[config.mk]
export PLATFORM = sky130hd
export DESIGN_NAME = tx_frame_sequencer
export DESIGN_NICKNAME = d
export VERILOG_FILES = /design/src/rtl/tx_frame_sequencer.sv
export SDC_FILE = /design/constraint.sdc
export NUM_CORES = 1
export LEC_CHECK = 0
export CAP_MARGIN = 20
export CELL_PAD_IN_SITES_DETAIL_PLACEMENT = 1
export CELL_PAD_IN_SITES_GLOBAL_PLACEMENT = 1
export CORE_MARGIN = 2
export CORE_UTILIZATION = 35
export CTS_CLUSTER_SIZE = 25
export DETAILED_ROUTE_END_ITERATION = 7
export PLACE_DENSITY = 0.76
export SYNTH_ARGS = -nofsm -noshare
export SYNTH_HDL_FRONTEND = slang
export SYNTH_SLANG_ARGS = --single-unit
[constraint.sdc]
create_clock -name clk -period 2 [get_ports clk]
set_input_delay 0.2 -clock clk [delete_from_list [all_inputs] [get_ports clk]]
set_output_delay 0.2 -clock clk [all_outputs]
set_load 0.02 [all_outputs]
[src/rtl/tx_frame_sequencer.sv]
// -----------------------------------------------------------------------------
// tx_frame_sequencer
//
// Sequences one PICC->PCD frame into bit_encoder. After a start pulse it waits
// the frame delay time (FDT_0 or FDT_1 ticks, chosen by the last received PCD
// bit), then raises the encoder enable and supplies SOF (1), the data bits LSB
// first with an odd parity bit after every full byte, and finally drops the
// enable at the end of the last bit period (EOF = no modulation).
//
// Bits advance only on enc_req (encoder count 64), so enc_data changes in the
// middle of a bit period and is stable at the encoder's next count 0.
//
// Ports
//   clk          in   13.56 MHz clock
//   rst_n        in   asynchronous active-low reset
//   start        in   pulse: begin frame (ignored unless idle)
//   last_rx_bit  in   sampled with start: 1 -> FDT_1, 0 -> FDT_0
//   in_data      in   [7:0] next byte to send
//   in_bits      in   [2:0] valid bits of in_data when in_last (0 = full byte)
//   in_last      in   in_data is the final byte of the frame
//   in_valid     in   in_data/in_bits/in_last valid
//   in_ready     out  byte consumed this cycle (combinational handshake)
//   enc_en       out  bit_encoder enable
//   enc_data     out  bit_encoder data bit
//   enc_req      in   bit_encoder request (count == 64)
//   enc_last     in   bit_encoder last tick (count == 127)
//   busy         out  high from start accepted until frame complete
//   done         out  1-cycle pulse: frame complete
//   underrun     out  1-cycle pulse: byte needed but in_valid low
//
// Build option
//   TX_SEQ_ABORT_EN  adds input abort: any non-idle state returns to idle on
//                    the next edge with enc_en/busy low and no done pulse.
// -----------------------------------------------------------------------------
module tx_frame_sequencer #(
  parameter int unsigned FDT_0 = 1172,
  parameter int unsigned FDT_1 = 1236
) (
  input  logic       clk,
  input  logic       rst_n,
  input  logic       start,
  input  logic       last_rx_bit,
  input  logic [7:0] in_data,
  input  logic [2:0] in_bits,
  input  logic       in_last,
  input  logic       in_valid,
  output logic       in_ready,
  output logic       enc_en,
  output logic       enc_data,
  input  logic       enc_req,
  input  logic       enc_last,
  output logic       busy,
  output logic       done,
  output logic       underrun
`ifdef TX_SEQ_ABORT_EN
  ,
  input  logic       abort
`endif
);

  localparam int unsigned FDT_MAX = (FDT_0 > FDT_1) ? FDT_0 : FDT_1;
  localparam int unsigned CNT_W   = (FDT_MAX > 1) ? $clog2(FDT_MAX) : 1;

  // The counter is loaded with FDT-1 so enc_en rises exactly FDT edges after
  // the edge that accepted start.
  localparam logic [CNT_W-1:0] FDT0_LOAD = CNT_W'(FDT_0 - 1);
  localparam logic [CNT_W-1:0] FDT1_LOAD = CNT_W'(FDT_1 - 1);

  typedef enum logic [2:0] {
    S_IDLE,
    S_WAIT_FDT,
    S_SOF,
    S_DATA,
    S_PARITY,
    S_FINISH
  } state_t;

  state_t           state_q,     state_d;
  logic [CNT_W-1:0] fdt_cnt_q,   fdt_cnt_d;
  logic [7:0]       shift_q,     shift_d;      // remaining bits, current bit in [0]
  logic [2:0]       bit_idx_q,   bit_idx_d;
  logic [2:0]       last_idx_q,  last_idx_d;   // index of the byte's final data bit
  logic             last_byte_q, last_byte_d;
  logic             has_par_q,   has_par_d;    // full byte -> parity bit follows
  logic             par_q,       par_d;        // odd parity of the loaded byte
  logic             enc_en_q,    enc_en_d;
  logic             enc_data_q,  enc_data_d;
  logic             busy_q,      busy_d;
  logic             done_q,      done_d;
  logic             underrun_q,  underrun_d;
  logic             load_byte;
  logic             partial;

  // A partial byte can only be the last one, and it carries no parity.
  assign partial = in_last && (in_bits != 3'd0);

  // NOTE: every register below is written with <= so all of them update from
  // the same pre-edge values; blocking = here would create order-dependent
  // behaviour between statements and simulation/synthesis mismatches.
  always_ff @(posedge clk or negedge rst_n) begin
    if (!rst_n) begin
      state_q     <= S_IDLE;
      fdt_cnt_q   <= '0;
      shift_q     <= '0;
      bit_idx_q   <= '0;
      last_idx_q  <= '0;
      last_byte_q <= 1'b0;
      has_par_q   <= 1'b0;
      par_q       <= 1'b0;
      enc_en_q    <= 1'b0;
      enc_data_q  <= 1'b0;
      busy_q      <= 1'b0;
      done_q      <= 1'b0;
      underrun_q  <= 1'b0;
    end else begin
      state_q     <= state_d;
      fdt_cnt_q   <= fdt_cnt_d;
      shift_q     <= shift_d;
      bit_idx_q   <= bit_idx_d;
      last_idx_q  <= last_idx_d;
      last_byte_q <= last_byte_d;
      has_par_q   <= has_par_d;
      par_q       <= par_d;
      enc_en_q    <= enc_en_d;
      enc_data_q  <= enc_data_d;
      busy_q      <= busy_d;
      done_q      <= done_d;
      underrun_q  <= underrun_d;
    end
  end

  always_comb begin
    // NOTE: each signal assigned here gets a default first, so no path through
    // the case statement leaves one unassigned and no latch is inferred.
    state_d     = state_q;
    fdt_cnt_d   = fdt_cnt_q;
    shift_d     = shift_q;
    bit_idx_d   = bit_idx_q;
    last_idx_d  = last_idx_q;
    last_byte_d = last_byte_q;
    has_par_d   = has_par_q;
    par_d       = par_q;
    enc_en_d    = enc_en_q;
    enc_data_d  = enc_data_q;
    busy_d      = busy_q;
    done_d      = 1'b0;
    underrun_d  = 1'b0;
    in_ready    = 1'b0;
    load_byte   = 1'b0;

    unique case (state_q)
      S_IDLE: begin
        if (start) begin
          fdt_cnt_d = last_rx_bit ? FDT1_LOAD : FDT0_LOAD;
          busy_d    = 1'b1;
          state_d   = S_WAIT_FDT;
        end
      end

      S_WAIT_FDT: begin
        if (fdt_cnt_q == '0) begin
          enc_en_d   = 1'b1;
          enc_data_d = 1'b1;          // SOF
          state_d    = S_SOF;
        end else begin
          fdt_cnt_d = fdt_cnt_q - 1'b1;
        end
      end

      S_SOF: begin
        if (enc_req) load_byte = 1'b1;
      end

      S_DATA: begin
        if (enc_req) begin
          if (bit_idx_q == last_idx_q) begin
            if (has_par_q) begin
              enc_data_d = par_q;
              state_d    = S_PARITY;
            end else begin
              // Final bit of a partial byte: it keeps running to enc_last.
              state_d = S_FINISH;
            end
          end else begin
            bit_idx_d  = bit_idx_q + 1'b1;
            shift_d    = shift_q >> 1;
            enc_data_d = shift_q[1];
          end
        end
      end

      S_PARITY: begin
        if (enc_req) begin
          if (last_byte_q) state_d = S_FINISH;
          else             load_byte = 1'b1;
        end
      end

      S_FINISH: begin
        // Dropping en on the encoder's last tick restarts its counter at 0
        // with en low, so no further bit is sampled.
        if (enc_last) begin
          enc_en_d   = 1'b0;
          enc_data_d = 1'b0;
          busy_d     = 1'b0;
          done_d     = 1'b1;
          state_d    = S_IDLE;
        end
      end

      default: state_d = S_IDLE;
    endcase

    // Byte boundary: either take the next byte or end the frame on the bit
    // that is currently being sent.
    if (load_byte) begin
      if (in_valid) begin
        in_ready    = 1'b1;
        shift_d     = in_data;
        enc_data_d  = in_data[0];
        bit_idx_d   = 3'd0;
        last_idx_d  = partial ? (in_bits - 3'd1) : 3'd7;
        last_byte_d = in_last;
        has_par_d   = !partial;
        par_d       = ~^in_data;
        state_d     = S_DATA;
      end else begin
        underrun_d = 1'b1;
        state_d    = S_FINISH;
      end
    end

`ifdef TX_SEQ_ABORT_EN
    if (abort && (state_q != S_IDLE)) begin
      state_d    = S_IDLE;
      fdt_cnt_d  = '0;
      enc_en_d   = 1'b0;
      enc_data_d = 1'b0;
      busy_d     = 1'b0;
      done_d     = 1'b0;
      underrun_d = 1'b0;
      in_ready   = 1'b0;
    end
`endif
  end

  assign enc_en   = enc_en_q;
  assign enc_data = enc_data_q;
  assign busy     = busy_q;
  assign done     = done_q;
  assign underrun = underrun_q;

endmodule
-- Yosys cells after proc, flatten, opt, wreduce, memory -nomap -nowiden
Index checks and enable logic that the tools add are counted.
- register bits after elaboration: 36
- latch bits: 0
- RAM bits: 0
- ROM bits: 0
- input bits: 19
- output and inout port bits: 6
- memories kept: 0
- add/subtract/negate cells: 3
- $mul: 0
- divide/modulo/power cells: 0
- $lt $le $gt $ge: 0
- equal/unequal tests: 18
- shift-type cells: 0
- muxes and demuxes: 49
- bitwise operators: 0
- reductions and logical operators: 14
- operator list (cell ; number):
    two-way mux 3 bit ; 15
    two-way mux 8 bit ; 5
    two-way mux 11 bit ; 2
    case mux 11 bit (2 select lines) ; 1
    inequality test 3 bit (second input constant) ; 7
    two-way mux 1 bit ; 20
    case mux 3 bit (6 select lines) ; 1
    zero test 11 bit ; 1
    subtractor 11 x 1 -> 11 bit (second input constant) ; 1
    inequality test 2 bit (second input constant) ; 5
    AND reduction 3 bit ; 3
    AND reduction 8 bit ; 1
    XNOR reduction 8 bit ; 1
    two-way mux 7 bit ; 1
    equality test 3 x 2 -> 1 bit (second input constant) ; 2
    equality test 3 bit (second input constant) ; 2
    case mux 1 bit (2 select lines) ; 3
    nonzero test 2 bit ; 3
    adder 3 x 1 -> 3 bit (second input constant) ; 1
    equality test 3 x 1 -> 1 bit (second input constant) ; 1
    equality test 3 bit ; 1
    zero test 3 bit ; 1
    case mux 1 bit (3 select lines) ; 1
    nonzero test 3 bit ; 1
    other kinds (4) ; 4

-- Depth between registers and ports, before layout
Gate-level depths: netlist of run 1.
- word-level depth: 6
- mapped depth: 9
- gate-level depth less buffers: 7

-- Worst setup path after synthesis of run 1
Ideal clock, no wire load.
- path kind: reg2reg
- start: register fdt_cnt_q[0]
- end: register state_q[0]
- library setup time: 0.125 ns
- arrival time: 1.613 ns
- data required time: 1.875 ns
- setup slack: 0.262 ns
- cell stages (with the launch flop): 8
- period minus slack after synthesis: 1.738 ns
- cells stage by stage: dfrtp_1 inv_1 ha_1 nor2b_1 nand3_1 o2111ai_1 and3_2 mux2_2
- cells in the longest elaborated chain, start to end: 3
- RTL lines (item ; line ; source):
    start, declared ; 79 ; logic [CNT_W-1:0] fdt_cnt_q, fdt_cnt_d;
    start signal, assigned ; 117 ; fdt_cnt_q <= fdt_cnt_d;
    zero test 11 bit ; 161 ; if (fdt_cnt_q == '0) begin
    inequality test 3 bit (no line) ; - ;
    AND reduction 8 bit (no line) ; - ;
    end signal, assigned ; 116 ; state_q <= state_d;
    end, declared ; 78 ; state_t state_q, state_d;
No other way between the ends.
A chain may end at the register's enable or synchronous reset.

-- Worst setup path in the final report of run 1
- start: register state_q[1]
- end: output in_ready
- cells in the longest elaborated chain, start to end: 3
- RTL lines (item ; line ; source):
    equality test 3 bit / equality test 3 x 2 -> 1 bit (equally long branches) ; 151 ; unique case (state_q)
    case mux 1 bit (2 select lines) (*) ; 151 ;
    two-way mux 1 bit (*) ; 216 ; if (load_byte) begin
    end, declared ; 47 ; output logic in_ready,
Every way passes the cells marked *; elsewhere a longest branch is shown, timed or not.

==> run_results.csv, run 1 <==
group,metric,value,unit
global_route,grt_pass1_wl,7800,microns
final_layout,fill_cells,658,
timing,holdWs,0.323,ns
yosys,ys_ff_latch,35,
yosys,yosysMostFrequentCell,"dfrtp_1",
setup_path,cp-end-kind,"output port",
timing,skew,0.0130,ns
floorplanning,rows,27,
route,ant_nets,0,
timing,setup_violations,0,
yosys,synth_edf_count,0,
placed_design,hpwl,3440,microns
placed_design,portBuffers,24,
power,p_total,3290,uW
yosys,synth.avg_cell_area,9.44,sq um
setup_path,reg2reg_setup_slack,0.12,ns
yosys,async_flop_share,100,%
yosys,synth_common_cells,"dfrtp_1, nor2_1, nand2_1, inv_1, o21ai_0",
timing,finalHoldViolCount,0,
setup_path,worstSetupPathType,"reg2out",
final_layout,final_util,45.4,%
floorplanning,die_h,79.8,microns
global_route,grt.overflow.total,0,
cts,cts_made_buffers,5,
yosys,yosys-top-cells-area,"dfrtp_1, nor2_1, xnor2_1, mux2i_1, xor2_1",
cts,cts_resized,1,
timing,worst_pin_slew,0.446,ns
global_route,top_usage_layer,"met2",
floorplanning,core,0.00554,sq mm
global_route,grt_use_total,15.9,%
yosys,synth_cell_types,46,
yosys,synth-seq-area-share,43.6,%
yosys,syn_inst,213,
yosys,synth_largest_area_cell,"dfrtp_1",
global_route,antenna_found_initial,0,
min_path,hold_class,"in2async",
floorplanning,initial_core_util,36.3,%
cts,clock_path_buffers,2,
route,drtIter0Drc,73,
setup_path,crit_fanout,3,
floorplanning,dieArea,0.00637,sq mm
route,via_per_inst,5.07,
setup_path,worstPathRequired,1.80,ns
timing,period_share,95.7,%
yosys,syn_nets,237,
cts,cts-hold-fix-buffers,0,
timing,relSlewSlack,70.0,%
timing,fin_crit,1.91,ns
power,max-vdd-ir-drop,0.000520,V
route,drcViolationCount,0,
floorplanning,die_w,79.8,microns
cts,h-tree-depth,2,
final_layout,drive_gt1_share,13.3,%
final_layout,design_area,0.00252,sq mm
cts,clock_latency,0.29,ns
timing,rsz0062_at_grt,"false",
floorplanning,io_pins,25,
route,finalWirelength,4670,microns
yosys,synthDominantCellAreaShare,43.6,%
final_layout,fin_nets,272,
global_route,use_met3,2.49,%
setup_path,r2r_cells,7,
power,powerDensity,1310,mW/mm^2
placed_design,gp_congestion,0.845,
status,outcome,"finished clean",
cts,cts-root-buf,"clkbuf_8",
cts,cts_setup_buffers,0,
yosys,synth_ff_type,"dfrtp_1",
setup_path,arrival,1.71,ns
yosys,yosysWarnings,0,
job,maxCapViolations,0,
setup_path,r2r_start,"fdt_cnt_q[0]",
setup_path,worstReg2RegEnd,"state_q[0]",
cts,cts_sinks,35,
cts,clkSlewWorstSetupHoldPaths,0.08,ns
route,wl_per_cell,14.5,microns
final_layout,area_growth,25.2,%
global_route,grt_util_met2,24.9,%
timing,final-max-slew-violation-count,0,
yosys,syn-cell-area,0.00201,sq mm
final_layout,num_antenna_cells,0,
power,leakage,0.00107,uW
global_route,grt_pass1_vias,1618,
global_route,use_met1,21.9,%
cts,cts_tree,"done",
placed_design,placed_area,0.00238,sq mm
route,dr.pass1.iters,4,
global_route,grt_max_degree,36,
timing,clock.fmax,523,MHz
route,via_count,1628,
setup_path,crit_path_start_kind,"flip-flop",
==> layout make-up <==
| type | count | area (sq um) | area share (%) |
|---|---|---|---|
| Multi-Input combinational cell | 154 | 1020 | 40.4 |
| Sequential cell | 35 | 876 | 34.8 |
| Timing Repair Buffer | 37 | 337 | 13.4 |
| Tap cell | 72 | 90.1 | 3.58 |
| Clock buffer | 5 | 68.8 | 2.73 |
| Clock inverter | 3 | 67.6 | 2.68 |
| Inverter | 15 | 61.3 | 2.44 |
==> worst max path at each step <==
stage	from	endpoint	cells past startpoint
final	state_q[1]	in_ready	5
after floorplan	fdt_cnt_q[0]	state_q[0]	7
after global placement	enc_req	in_ready	6
after global routing	fdt_cnt_q[0]	state_q[0]	7
after CTS	fdt_cnt_q[0]	state_q[0]	7
after detailed placement	enc_req	in_ready	6
==> critical path: stages, from the launching register on <==
cell and delay [ns]:
dfrtp_1 0.41, nor3b_2 0.22, o21ai_2 0.08, or2_1 0.30
inv_6 0.07, dlygate4sd2_1 0.33
==> cell usage in the layout (no fill, tap or decap), drive strengths merged, types with 2 or more instances in the layout <==
cell / Yosys / final
nor2b: 3 / 3
inv: 15 / 15
nor2: 25 / 25
nor3b: 2 / 2
or4: 2 / 2
bufinv: 0 / 2
o22ai: 2 / 2
nand2: 19 / 19
xnor2: 10 / 10
buf: 7 / 13
dfrtp: 35 / 35
clkdlybuf4s50: 0 / 23
a21oi: 2 / 2
mux2: 2 / 2
o31ai: 2 / 2
ha: 5 / 5
nand3: 13 / 13
nor3: 4 / 4
nand2b: 2 / 2
nor4: 4 / 4
mux2i: 8 / 8
a31oi: 7 / 7
xor2: 9 / 9
and3: 3 / 3
o21ai: 15 / 15
clkbuf: 2 / 5
==> cells by family after synthesis <==
group,after synthesis,share of synthesized area (%)
compound gates,38,12.1
fa+ha+maj,5,3.11
mux,10,5.10
simple gates,82,21.5
buf+inv,24,6.28
xor+xnor,19,8.28
flops,35,43.6
==> registers in the layout, summed over array words and instances, names as in the netlist <==
register / count
shift_q: 7
par_q: 1
has_par_q: 1
bit_idx_q: 3
enc_en: 1
done: 1
state_q: 3
last_idx_q: 3
last_byte_q: 1
busy: 1
underrun: 1
fdt_cnt_q: 11
enc_data: 1
==> where the power goes <==
group	switching (uW)	total (uW)	internal, uW
clock	278	775	497
combinational	702	1310	604
sequential	245	1210	968
==> layer usage <==
metal  vias to the layer above  share of wire, %  routed length (microns)
met5                         -                 0                        0
li1                        799                 -                        -
met4                         0               1.5                       72
met2                        29                46                     2140
met3                         5               3.4                      158
met1                       795                49                     2300
==> metrics by stage <==
step                worst slack, ns  std cells  setup TNS, ns
global route                 0.0163        321              0
CTS                          0.0492        321              0
floorplan                     0.262        213              0
detailed placement          -0.0728        313         -0.104
finish                       0.0866        321              0
global placement            -0.0589        313        -0.0649
Power figures use the tool's default switching activity.
==> inputs of run 2 (changes only) <==
- HOLD_SLACK_MARGIN: unset -> 0.08
==> results of run 2 <==
No change in the layout: final DEF, timing and power equal those of run 1.
==> inputs of run 3 (changes only) <==
- SKIP_CTS_REPAIR_TIMING: unset -> 1
==> run 3 against run 2 <==
Effect of this change:
- routed wire length is the same
- via count is the same
- largest cell class unchanged
- design area grew 0.15%
==> run_results.csv, run 3 (same netlist as run 1, synthesis figures left out) <==
group,metric,value,unit
cts,h-tree-depth,2,
final_layout,fin_nets,272,
setup_path,worstSetupPathType,"reg2reg",
timing,setup_violations,0,
timing,skew,0.0130,ns
setup_path,crit_path_start_kind,"flip-flop",
global_route,grt.overflow.total,0,
timing,final-max-slew-violation-count,0,
timing,fin_crit,1.88,ns
power,leakage,0.00109,uW
timing,relSlewSlack,70.0,%
route,via_per_inst,5.07,
global_route,antenna_found_initial,0,
floorplanning,io_pins,25,
cts,cts-root-buf,"clkbuf_8",
final_layout,layout_commonest_cell,"dfrtp_1",
final_layout,num_antenna_cells,0,
global_route,grt_pass1_vias,1615,
route,wl_per_cell,14.5,microns
power,max-vdd-ir-drop,0.000520,V
job,maxCapViolations,0,
cts,cts_made_buffers,5,
timing,finalHoldViolCount,0,
final_layout,final_util,45.5,%
setup_path,cp-end-kind,"flip-flop",
setup_path,arrival,2.06,ns
route,drtIter0Drc,73,
final_layout,top_regs,"fdt_cnt_q: 11 flops, shift_q: 7 flops",
floorplanning,core,0.00554,sq mm
cts,cts_sinks,35,
route,ant_nets,0,
route,dr.pass1.iters,4,
global_route,grt_max_degree,36,
floorplanning,die_w,79.8,microns
placed_design,portBuffers,24,
global_route,grt_pass1_wl,7780,microns
final_layout,largest_reg_flops,11,
timing,clock.fmax,532,MHz
final_layout,regMostFlops,"fdt_cnt_q",
route,finalWirelength,4670,microns
final_layout,drive_gt1_share,13.3,%
setup_path,crit_chain,"inv_1, ha_1, nor2b_2, nand3_1, o2111ai_1, and3_2, mux2_2",
power,p_total,3290,uW
min_path,hold_class,"in2async",
setup_path,slowest_stage,"dfrtp_1",
final_layout,final_cell_mix,"dfrtp_1, nor2_1, clkdlybuf4s50_1",
cts,cts_tree,"done",
setup_path,crit_fanout,5,
final_layout,area_growth,25.4,%
timing,holdWs,0.323,ns
route,via_count,1628,
timing,period_share,94.1,%
setup_path,worstPathRequired,2.18,ns
placed_design,hpwl,3440,microns
floorplanning,initial_core_util,36.3,%
cts,clock_path_buffers,2,
status,outcome,"finished clean",
timing,rsz0062_at_grt,"false",
floorplanning,die_h,79.8,microns
floorplanning,dieArea,0.00637,sq mm
floorplanning,rows,27,
timing,worst_pin_slew,0.446,ns
cts,clkSlewWorstSetupHoldPaths,0.08,ns
cts,clock_latency,0.29,ns
setup_path,max_stage_delay,0.43,ns
power,powerDensity,1310,mW/mm^2
route,drcViolationCount,0,
placed_design,gp_congestion,0.845,
final_layout,fill_cells,656,
global_route,grt_use_total,15.9,%
[run 3: cell count changes in the layout (fill, tap and decap cells not counted)]
cell	delta
dlygate4sd2_1	-1
dlymetal6s2s_1	+1
[run 3: routing by layer]
layer | up-vias | share of wire, % | wire [microns] | track usage (%)
met2 | 29 | 46 | 2140 | 24.8
met1 | 795 | 49 | 2290 | 21.9
met3 | 5 | 3.4 | 158 | 2.49
li1 | 799 | - | - | -
met5 | - | 0 | 0 | 0
met4 | 0 | 1.5 | 72 | 6.78
[run 3: stage by stage]
step / TNS [ns] / worst slack, ns / cell area (sq um) / instances
4_1_cts: -0.205 / -0.205 / 2520 / 321
3_3_place_gp: -0.0649 / -0.0589 / 2380 / 313
2_1_floorplan: 0 / 0.262 / 2010 / 213
6_report: 0 / 0.119 / 2520 / 321
5_1_grt: 0 / 0.0163 / 2520 / 321
3_5_place_dp: -0.104 / -0.0728 / 2380 / 313
[run 3: path summary, 6_finish.rpt]
kind	start	endpoint	slack (ns)	depth (start not counted)
worst max-delay path	fdt_cnt_q[0]	state_q[0]	0.12	7
worst min-delay path	rst_n	enc_data	0.32	2
worst max register to register	fdt_cnt_q[0]	state_q[0]	0.12	7
worst min register to register	par_q	par_q	0.48	2
max in group asynchronous	rst_n	bit_idx_q[0]	1.36	2
min in group clk	in_valid	underrun	0.48	2
[run 3: report_power, final]
group          switching [uW]  internal (uW)
logic                     702            604
clock network             278            497
registers                 245            968
[run 3: area by class of cell]
class,count,area [sq um],area share (%)
multi-input combinational,154,1020,40.3
clock buffer,5,68.8,2.73
sequential,35,876,34.7
tap,72,90.1,3.57
inverter,15,61.3,2.43
timing repair buffer,37,340,13.5
clock inverter,3,67.6,2.68
[run 3: worst max-delay path, delay by kind of cell, from the launching register on]
family,cells,cell delay [ns]
AND/OR/NAND/NOR,3,0.55
AO/OA/AOI/OAI,1,0.21
buffers and inverters,1,0.10
multiplexers,1,0.33
adder cells (fa/ha/maj),1,0.15
flip-flops,1,0.43
